<file path="src/rtl/ddr_in_deser.sv">
// DDR input receiver: captures one serial pin on both clock edges, retimes each
// rise/fall bit pair into the rising-edge domain and emits sync-aligned words.
module ddr_in_deser #(
  parameter int               WIDTH     = 8,
  parameter logic [WIDTH-1:0] SYNC_WORD = WIDTH'(8'hD5)
) (
  input  logic             C,
  input  logic             R,
  input  logic             CE,
  input  logic             D,
  input  logic             RESYNC,
  output logic [WIDTH-1:0] Q,
  output logic             QV,
  output logic             LOCKED
);

  localparam int PAIRS    = WIDTH / 2;
  localparam int FILL_MAX = PAIRS + 1;
  localparam int FW       = $clog2(FILL_MAX + 1);
  localparam int CW       = $clog2(PAIRS);

  typedef enum logic {
    HUNT = 1'b0,
    LOCK = 1'b1
  } state_t;

  state_t           state;
  state_t           state_next;
  logic             d_r;
  logic             d_f;
  logic             ce_d;
  logic [WIDTH-2:0] hist;
  logic [WIDTH:0]   h_next;
  logic [FW-1:0]    fill;
  logic [FW-1:0]    fill_next;
  logic [CW-1:0]    cnt;
  logic [CW-1:0]    cnt_next;
  logic             phase;
  logic             phase_next;
  logic [WIDTH-1:0] q_next;
  logic             qv_next;
  logic             sync_even;
  logic             sync_odd;

  // Only the bits that survive the next shift are stored; the full
  // WIDTH+1-bit history is always the freshly updated h_next.
  assign h_next    = {hist, d_r, d_f};
  assign fill_next = (ce_d && (fill != FW'(FILL_MAX))) ? fill + 1'b1 : fill;
  assign sync_even = (h_next[WIDTH-1:0] == SYNC_WORD);
  assign sync_odd  = (h_next[WIDTH:1]   == SYNC_WORD);
  assign LOCKED    = (state == LOCK);

  always_ff @(negedge C) begin
    d_f <= D;
  end

  always_ff @(posedge C) begin
    if (R) begin
      d_r   <= 1'b0;
      ce_d  <= 1'b0;
      hist  <= '0;
      fill  <= '0;
      cnt   <= '0;
      phase <= 1'b0;
      state <= HUNT;
      Q     <= '0;
      QV    <= 1'b0;
    end else begin
      d_r   <= D;
      ce_d  <= CE;
      if (ce_d) begin
        hist <= h_next[WIDTH-2:0];
      end
      fill  <= fill_next;
      cnt   <= cnt_next;
      phase <= phase_next;
      state <= state_next;
      Q     <= q_next;
      QV    <= qv_next;
    end
  end

  always_comb begin
    state_next = state;
    cnt_next   = cnt;
    phase_next = phase;
    q_next     = Q;
    qv_next    = 1'b0;
    if (RESYNC) begin
      state_next = HUNT;
      cnt_next   = '0;
    end else if (ce_d) begin
      case (state)
        HUNT: begin
          // Even alignment wins when both candidates match.
          if (fill_next == FW'(FILL_MAX)) begin
            if (sync_even) begin
              state_next = LOCK;
              phase_next = 1'b0;
              cnt_next   = '0;
            end else if (sync_odd) begin
              state_next = LOCK;
              phase_next = 1'b1;
              cnt_next   = '0;
            end
          end
        end
        LOCK: begin
          if (cnt == CW'(PAIRS - 1)) begin
            cnt_next = '0;
            qv_next  = 1'b1;
            q_next   = phase ? h_next[WIDTH:1] : h_next[WIDTH-1:0];
          end else begin
            cnt_next = cnt + 1'b1;
          end
        end
        default: state_next = HUNT;
      endcase
    end
  end

endmodule

</file>
<file path="config.mk">
export PLATFORM = sky130hd
export DESIGN_NAME = ddr_in_deser
export DESIGN_NICKNAME = d
export VERILOG_FILES = /design/src/rtl/ddr_in_deser.sv
export SDC_FILE = /design/constraint.sdc
export NUM_CORES = 1
export LEC_CHECK = 0
export BUFFER_PORTS_ARGS = -buffer_cell sky130_fd_sc_hd__buf_2
export CAP_MARGIN = 15
export CELL_PAD_IN_SITES_DETAIL_PLACEMENT = 1
export CELL_PAD_IN_SITES_GLOBAL_PLACEMENT = 2
export CORE_UTILIZATION = 38
export CTS_CLUSTER_SIZE = 8
export DETAILED_ROUTE_END_ITERATION = 12
export PLACE_DENSITY = 0.79
export SYNTH_ARGS = -nofsm -noshare
export SYNTH_HDL_FRONTEND = slang
export SYNTH_SLANG_ARGS = --single-unit
</file>
<file path="constraint.sdc">
create_clock -name C -period 2.7 [get_ports C]
set_input_delay 0.405 -clock C [delete_from_list [all_inputs] [get_ports C]]
set_output_delay 0.405 -clock C [all_outputs]
set_load 0.01 [all_outputs]
</file>
==> impl_results.md, run 1 <==
* Run status: complete, but fails checks
* Failing checks: design-rule violations
* Die area at 3260 µm²
* Max-slew headroom at between 50% and 60%
* Ant. Diodes at 0
* IO Pins at 15
* EDFF count, synth at 0
* Port buffer count at 14
* CTS clk-pin slew, worst paths at 0.14 ns
* Die height at 57.1 µm
* CTS tree: built
* Clk sinks at 26
* Async SR Flop Fraction at 0%
* First-pass detailed-route iteration total at 8
* Max IR drop VDD at 0.176 mV
* Total number of vias at 862
* # rows at 19
* Initial drt markers at 19
* Die Wd at approximately 57 µm
* Final #Nets at between 100 and 150
* Unrepaired setup endpoints after global routing: true
* Setup crit end kind: flop
* Synth warn at 0
* Mapped Area at 1150 µm²
* Worst hold slack at 0.283 ns
* Slew at the pin with the worst max-slew slack at approximately 0.64 ns
* Clk root buf: clkbuf_4
* Startpoint types: flop
* Max FO, Critical Path at 3
* Number of global-route vias before repair at 817
* Mapped Avg Cell Area at 10.0 µm²
* P per Cell Area at 483 nW/µm²
* Final hold violation count at 0
* Max_cap viols at 0
* Register area share after synthesis at 45.1%
* Core ar. at 2810 µm²
* Global-route wire length before repair at 3.74 mm
* Global-route usage over all layers at approximately 15%
* Vias per cell at 5.35
* Distinct cells, synth at 31
* Share of cells above drive strength 1 at 20.8%
* Top_reg_cell synth: dfxtp_1
* Detailed Place HPWL at around 1.6 mm
* Final std cells w/o fill at 161
* Synthesized flop and latch total at 26
* Residual DRC at 4
* Worst skew pair latency at 0.37 ns
* Req. time, crit path at just under 3 ns
* Dpl cells at 156
* Drt wl/cell at roughly 14 µm
* Net Count, Synth at about 120
* CTS H-tree lvls at 1
* Power Total at 622 µW
* Crit path arrival time at 2.94 ns
* Initial antenna violation count at 0
* Leak at about 0.00048 µW
* Final setup violation count at 0
* GP Congestion at just under 0.8
* Routed Antenna Nets at 0
* Gate count of the mapped netlist at 115
* CTS max path bufs at 2
* CTS Buf Count at 3
* Overflow left after global routing at 0
* Pins Over Slew Limit at 0
* P&R area growth vs syn at 11.6%
* Starting Density at between 40% and 50%
* Worst Hold Class: input port to flop
* Final Skew at 0.0570 ns
* Hold buffer count at cts at 0
* Largest net degree at the start of global routing at 25
* Final WL at 2.24 mm
* Setup CP Type: flop to flop
* # fillers at 327
-- metal layers --
layer	track usage, %	vias to the layer above	wire length [µm]
met5	0	-	0
met4	6.27	0	17
met3	2.72	2	61
met2	25.2	12	1000
met1	19.5	403	1160
li1	-	445	-
-- layout make-up --
cell class              instances  area, µm²  area share [%]
multi-input cells              81        604            46.9
flip-flops and latches         26        522            40.5
repair buffers                 16       85.1            6.61
well taps                      31       38.8            3.01
clock buffers                   4       26.3            2.04
inverters                       2       7.51           0.583
clock inverters                 1       3.75           0.292
-- worst max-delay path: stages (launching register included) --
cell,delay (ns)
dfxtp_2,0.32
nor2b_1,0.12
nand4_1,0.21
a2111oi_4,0.37
mux2i_1,0.20
-- worst paths after layout --
path	depth (start not counted)	start	end	slack, ns
hold / removal	2	CE	ce_d$_SDFF_PP0_	0.28
setup reg to reg	4	d_f$_DFF_N_	phase$_SDFFE_PP0P_	0.02
setup / recovery	4	d_f$_DFF_N_	phase$_SDFFE_PP0P_	0.02
hold reg to reg	2	Q[6]$_SDFFE_PP0P_	Q[6]$_SDFFE_PP0P_	0.51
-- per-stage QoR --
stage | instance area (µm²) | worst slack [ns] | util [%] | TNS (ns)
6_report | 1290 | 0.0192 | 45.9 | 0
5_1_grt | 1290 | -0.0723 | 45.9 | -0.200
4_1_cts | 1280 | -0.0136 | 45.6 | -0.0136
3_5_place_dp | 1250 | -0.0744 | 44.5 | -0.0938
3_3_place_gp | 1250 | 0.0357 | 44.5 | 0
2_1_floorplan | 1150 | 0.150 | - | 0
-- cell usage after synthesis (all sizes together), types with 2 or more instances --
library cell | number | area share (%)
o22ai | 2 | 1.1
mux2i | 16 | 14
a211oi | 9 | 5.9
buf | 2 | 0.98
dfxtp | 26 | 45
nand2 | 3 | 0.98
nand4 | 2 | 1.1
nor2b | 5 | 2.7
a21oi | 4 | 1.7
or2b | 2 | 1.3
nor2 | 17 | 5.5
ha | 3 | 3.3
nand3 | 3 | 1.3
inv | 3 | 0.98
clkbuf | 3 | 0.98
-- timing repair --
action / CTS / global route
endpoints found under the hold margin: 0 / 0
pin swaps: 0 / 2
resized for setup: 1 / 1
setup buffers: 0 / 1
setup endpoints to repair: 3 / 4
-- power breakdown --
group          leakage, µW  internal (µW)  switching (µW)
clock network    0.0000203           59.7             119
registers         0.000211            391            8.04
logic             0.000250           19.9            25.2
-- layout by cell type, fill, tap and decap left out, drive strengths merged --
cell	count
dfxtp	26
and4bb	1
a2111oi	1
o22ai	2
nor3b	1
buf	16
a311oi	1
or2b	2
nor4bb	1
nand3	3
or3b	1
o21a	1
nor3	1
clkbuf	4
and4b	1
or2	1
nor2b	5
o21ai	1
ha	3
mux2i	16
a211oi	9
nor2	17
nand2	3
nand2b	1
and3	1
nand4	2
a21oi	4
a31o	1
inv	3
xor2	1
-- sequential cells by signal (all words and copies together) (netlist names) --
| signal | flops |
|---|---|
| Q | 8 |
| hist | 7 |
| fill | 3 |
| cnt | 2 |
| LOCKED | 1 |
| QV | 1 |
| ce_d | 1 |
| d_f | 1 |
| d_r | 1 |
| phase | 1 |
-- cells by family after synthesis --
| logic type | Yosys count | synth area share, % |
|---|---|---|
| fa+ha+maj | 3 | 3.25 |
| xor+xnor | 1 | 0.759 |
| simple gates | 41 | 20.4 |
| mux | 16 | 13.9 |
| compound gates | 20 | 13.7 |
| buf+inv | 8 | 2.93 |
| flops | 26 | 45.1 |
No activity file was read; power rests on OpenSTA's default activity.
==> inputs of run 2 (changes only) <==
Settings changed: PLACE_DENSITY 0.79 to 0.86.
==> impl_results.md, run 2 (same netlist as run 1, synthesis figures left out) <==
* Slew at the pin with the worst max-slew slack at 0.642 ns (+0.00134 ns)
* Starting Density at 41.1% (unchanged)
* Overflow left after global routing at 0 (unchanged)
* Comb power frac at 6.3% (-0.9 points)
* Setup crit end kind: flop
* CTS max path bufs at 2 (unchanged)
* Ant. Diodes at 0 (unchanged)
* Sequential power share at 55.3% (-8.8 points)
* Design area at 1310 µm² (+2.0%)
* First-pass detailed-route iteration total at 7 (-1)
* CTS H-tree lvls at 1 (unchanged)
* Switch Pwr at 158 µW (+4.0%)
* Switching Share at 21.9% (-2.5 points)
* RR Startpoint: d_f$_DFF_N_
* Crit-path cells: nor2b_1 -> nand4_1 -> a2111oi_4 -> mux2i_1
* Area after DPL at 1250 µm² (unchanged)
* Residual DRC at 4 (unchanged)
* Detailed Place HPWL at 1.71 mm (+8.4%)
* Final std cells w/o fill at 161 (unchanged)
* Number of global-route vias before repair at 845 (+3.4%)
* Clk root buf: clkbuf_4
* Leak at 0.000494 µW (+2.7%)
* Max-slew headroom at 57.1% (-0.089 points)
* Global-route usage over all layers at 15.9% (+0.71 points)
* Setup Total Neg Slack at 0 ns (unchanged)
* Die height at 57.1 µm (unchanged)
* Hold-critical path depth at 2 (unchanged)
* Slowest-stage cell, CP: a2111oi_4
* Top Metal Used: met4
* Req. time, crit path at 2.97 ns (about the same)
* Clk sinks at 26 (unchanged)
* Crit path arrival time at 2.94 ns (about the same)
* Setup CP Type: flop to flop
* Origin of the worst setup path: d_f$_DFF_N_
* CTS tree: built
* Unrepaired setup endpoints after global routing: true
* Max FFs per register at 8 (unchanged)
* Final Skew at 0.0639 ns (+0.00685 ns)
* # rows at 19 (unchanged)
* Dpl ws at -0.105 ns (-0.0301 ns)
* Worst Min Path Start: CE
* Die area at 3260 µm² (unchanged)
* CTS clk-pin slew, worst paths at 0.13 ns (about the same)
* Final WL at 2.35 mm (+5.0%)
* Max IR drop VDD at 0.487 mV (+180%)
* Initial drt markers at 17 (-2)
* Vias per cell at 5.40 (+0.81%)
* IO Pins at 15 (unchanged)
* Port buffer count at 14 (unchanged)
* Drt wl/cell at 14.6 µm (+5.0%)
* Max FO, Critical Path at 3 (unchanged)
* Pins Over Slew Limit at 0 (unchanged)
* Largest stage delay, worst path at 0.36 ns (about the same)
* Die Wd at 57.1 µm (unchanged)
* Worst r2r path cells at 4 (unchanged)
* Top reg by flops: Q
* Startpoint types: flop
* Total number of vias at 869 (+0.81%)
* Max_cap viols at 0 (unchanged)
* WL met2 at 1.15 mm (+14%)
* P&R area growth vs syn at 13.9%
* WL met3 at 74 µm (+21%)
* Share of cells above drive strength 1 at 21.5% (+0.77 points)
* Initial antenna violation count at 0 (unchanged)
* Global-route wire length before repair at 3.86 mm (+3.3%)
* Clk pwr share at 38.4% (+9.7 points)
* Largest net degree at the start of global routing at 25 (unchanged)
* Most common cell after layout, fill and taps aside: dfxtp_1
* Run status: complete, but fails checks
* CTS Buf Count at 3 (unchanged)
* Worst skew pair latency at 0.39 ns (+0.02 ns)
* P per Cell Area at 549 nW/µm² (+14%)
* Setup ws final at 0.0282 ns (+0.00898 ns)
* End-of-flow core utilization at 46.8% (+0.94 points)
* Final setup violation count at 0 (unchanged)
* GP Congestion at 0.776 (-1.5%)
* Dpl cells at 156 (unchanged)
* Final #Nets at 139 (unchanged)
* Commonest non-fill, non-tap cells in the layout: dfxtp_1, nor2_1, mux2i_1
* Routed Antenna Nets at 0 (unchanged)
* Failing checks: design-rule violations
* Worst Hold Class: input port to flop
* Core ar. at 2810 µm² (unchanged)
* Internal power at 563 µW (+20%)
* Final hold violation count at 0 (unchanged)
* Largest registers: Q x8, hist x7, fill x3
* Met1 wire length at 1.08 mm (-6.7%)
[run 2: changes by cell type in the layout (fill, tap and decap cells not counted), sizes merged]
cell and change:
bufinv +1, clkbuf -1
[run 2: stage by stage]
step	power (µW)	hold WS (ns)
final	721	0.274
after global placement	453	0.474
after CTS	726	0.270
after floorplan	441	0.460
after detailed placement	456	0.492
after global routing	745	0.269
[run 2: final cells by class]
cell class / count / area [µm²]
repair buffers: 16 / 85.1
clock inverters: 2 / 33.8
flip-flops and latches: 26 / 522
inverters: 2 / 7.51
fillers: 325 / 1490
multi-input cells: 81 / 604
clock buffers: 3 / 22.5
well taps: 31 / 38.8
[run 2: repair_timing]
action                                  CTS  global route
hold buffers                              0             0
endpoints found under the setup margin    4             2
cloned                                    0             0
buffers inserted                          1             0
gates resized for setup                   2             0
pin swaps                                 0             2
[run 2: path summary, 6_finish.rpt]
check                       end  slack (ns)
max          phase$_SDFFE_PP0P_        0.03
min             ce_d$_SDFF_PP0_        0.27
max reg2reg  phase$_SDFFE_PP0P_        0.03
min reg2reg   Q[1]$_SDFFE_PP0P_        0.51
[run 2: power by group through the flow]
stage | sequential (µW) | clock (µW) | combinational, µW
final | 398 | 277 | 45.8
after detailed placement | 407 | 4.64 | 44.5
after CTS | 398 | 281 | 46.4
after global routing | 400 | 294 | 50.3
after floorplan | 405 | 4.64 | 31.7
after global placement | 406 | 4.64 | 41.9
[run 2: layer usage]
layer / up-vias / track usage (%)
li1: 447 / -
met1: 404 / 18.1
met2: 14 / 27.4
met3: 4 / 4.08
met4: 0 / 8.36
met5: - / 0
[run 2: worst max-delay path, delay by kind of cell (launching register included)]
family | cells | cell delay [ns]
AO/OA/AOI/OAI | 1 | 0.36
flip-flops | 1 | 0.31
multiplexers | 1 | 0.20
AND/OR/NAND/NOR | 2 | 0.33
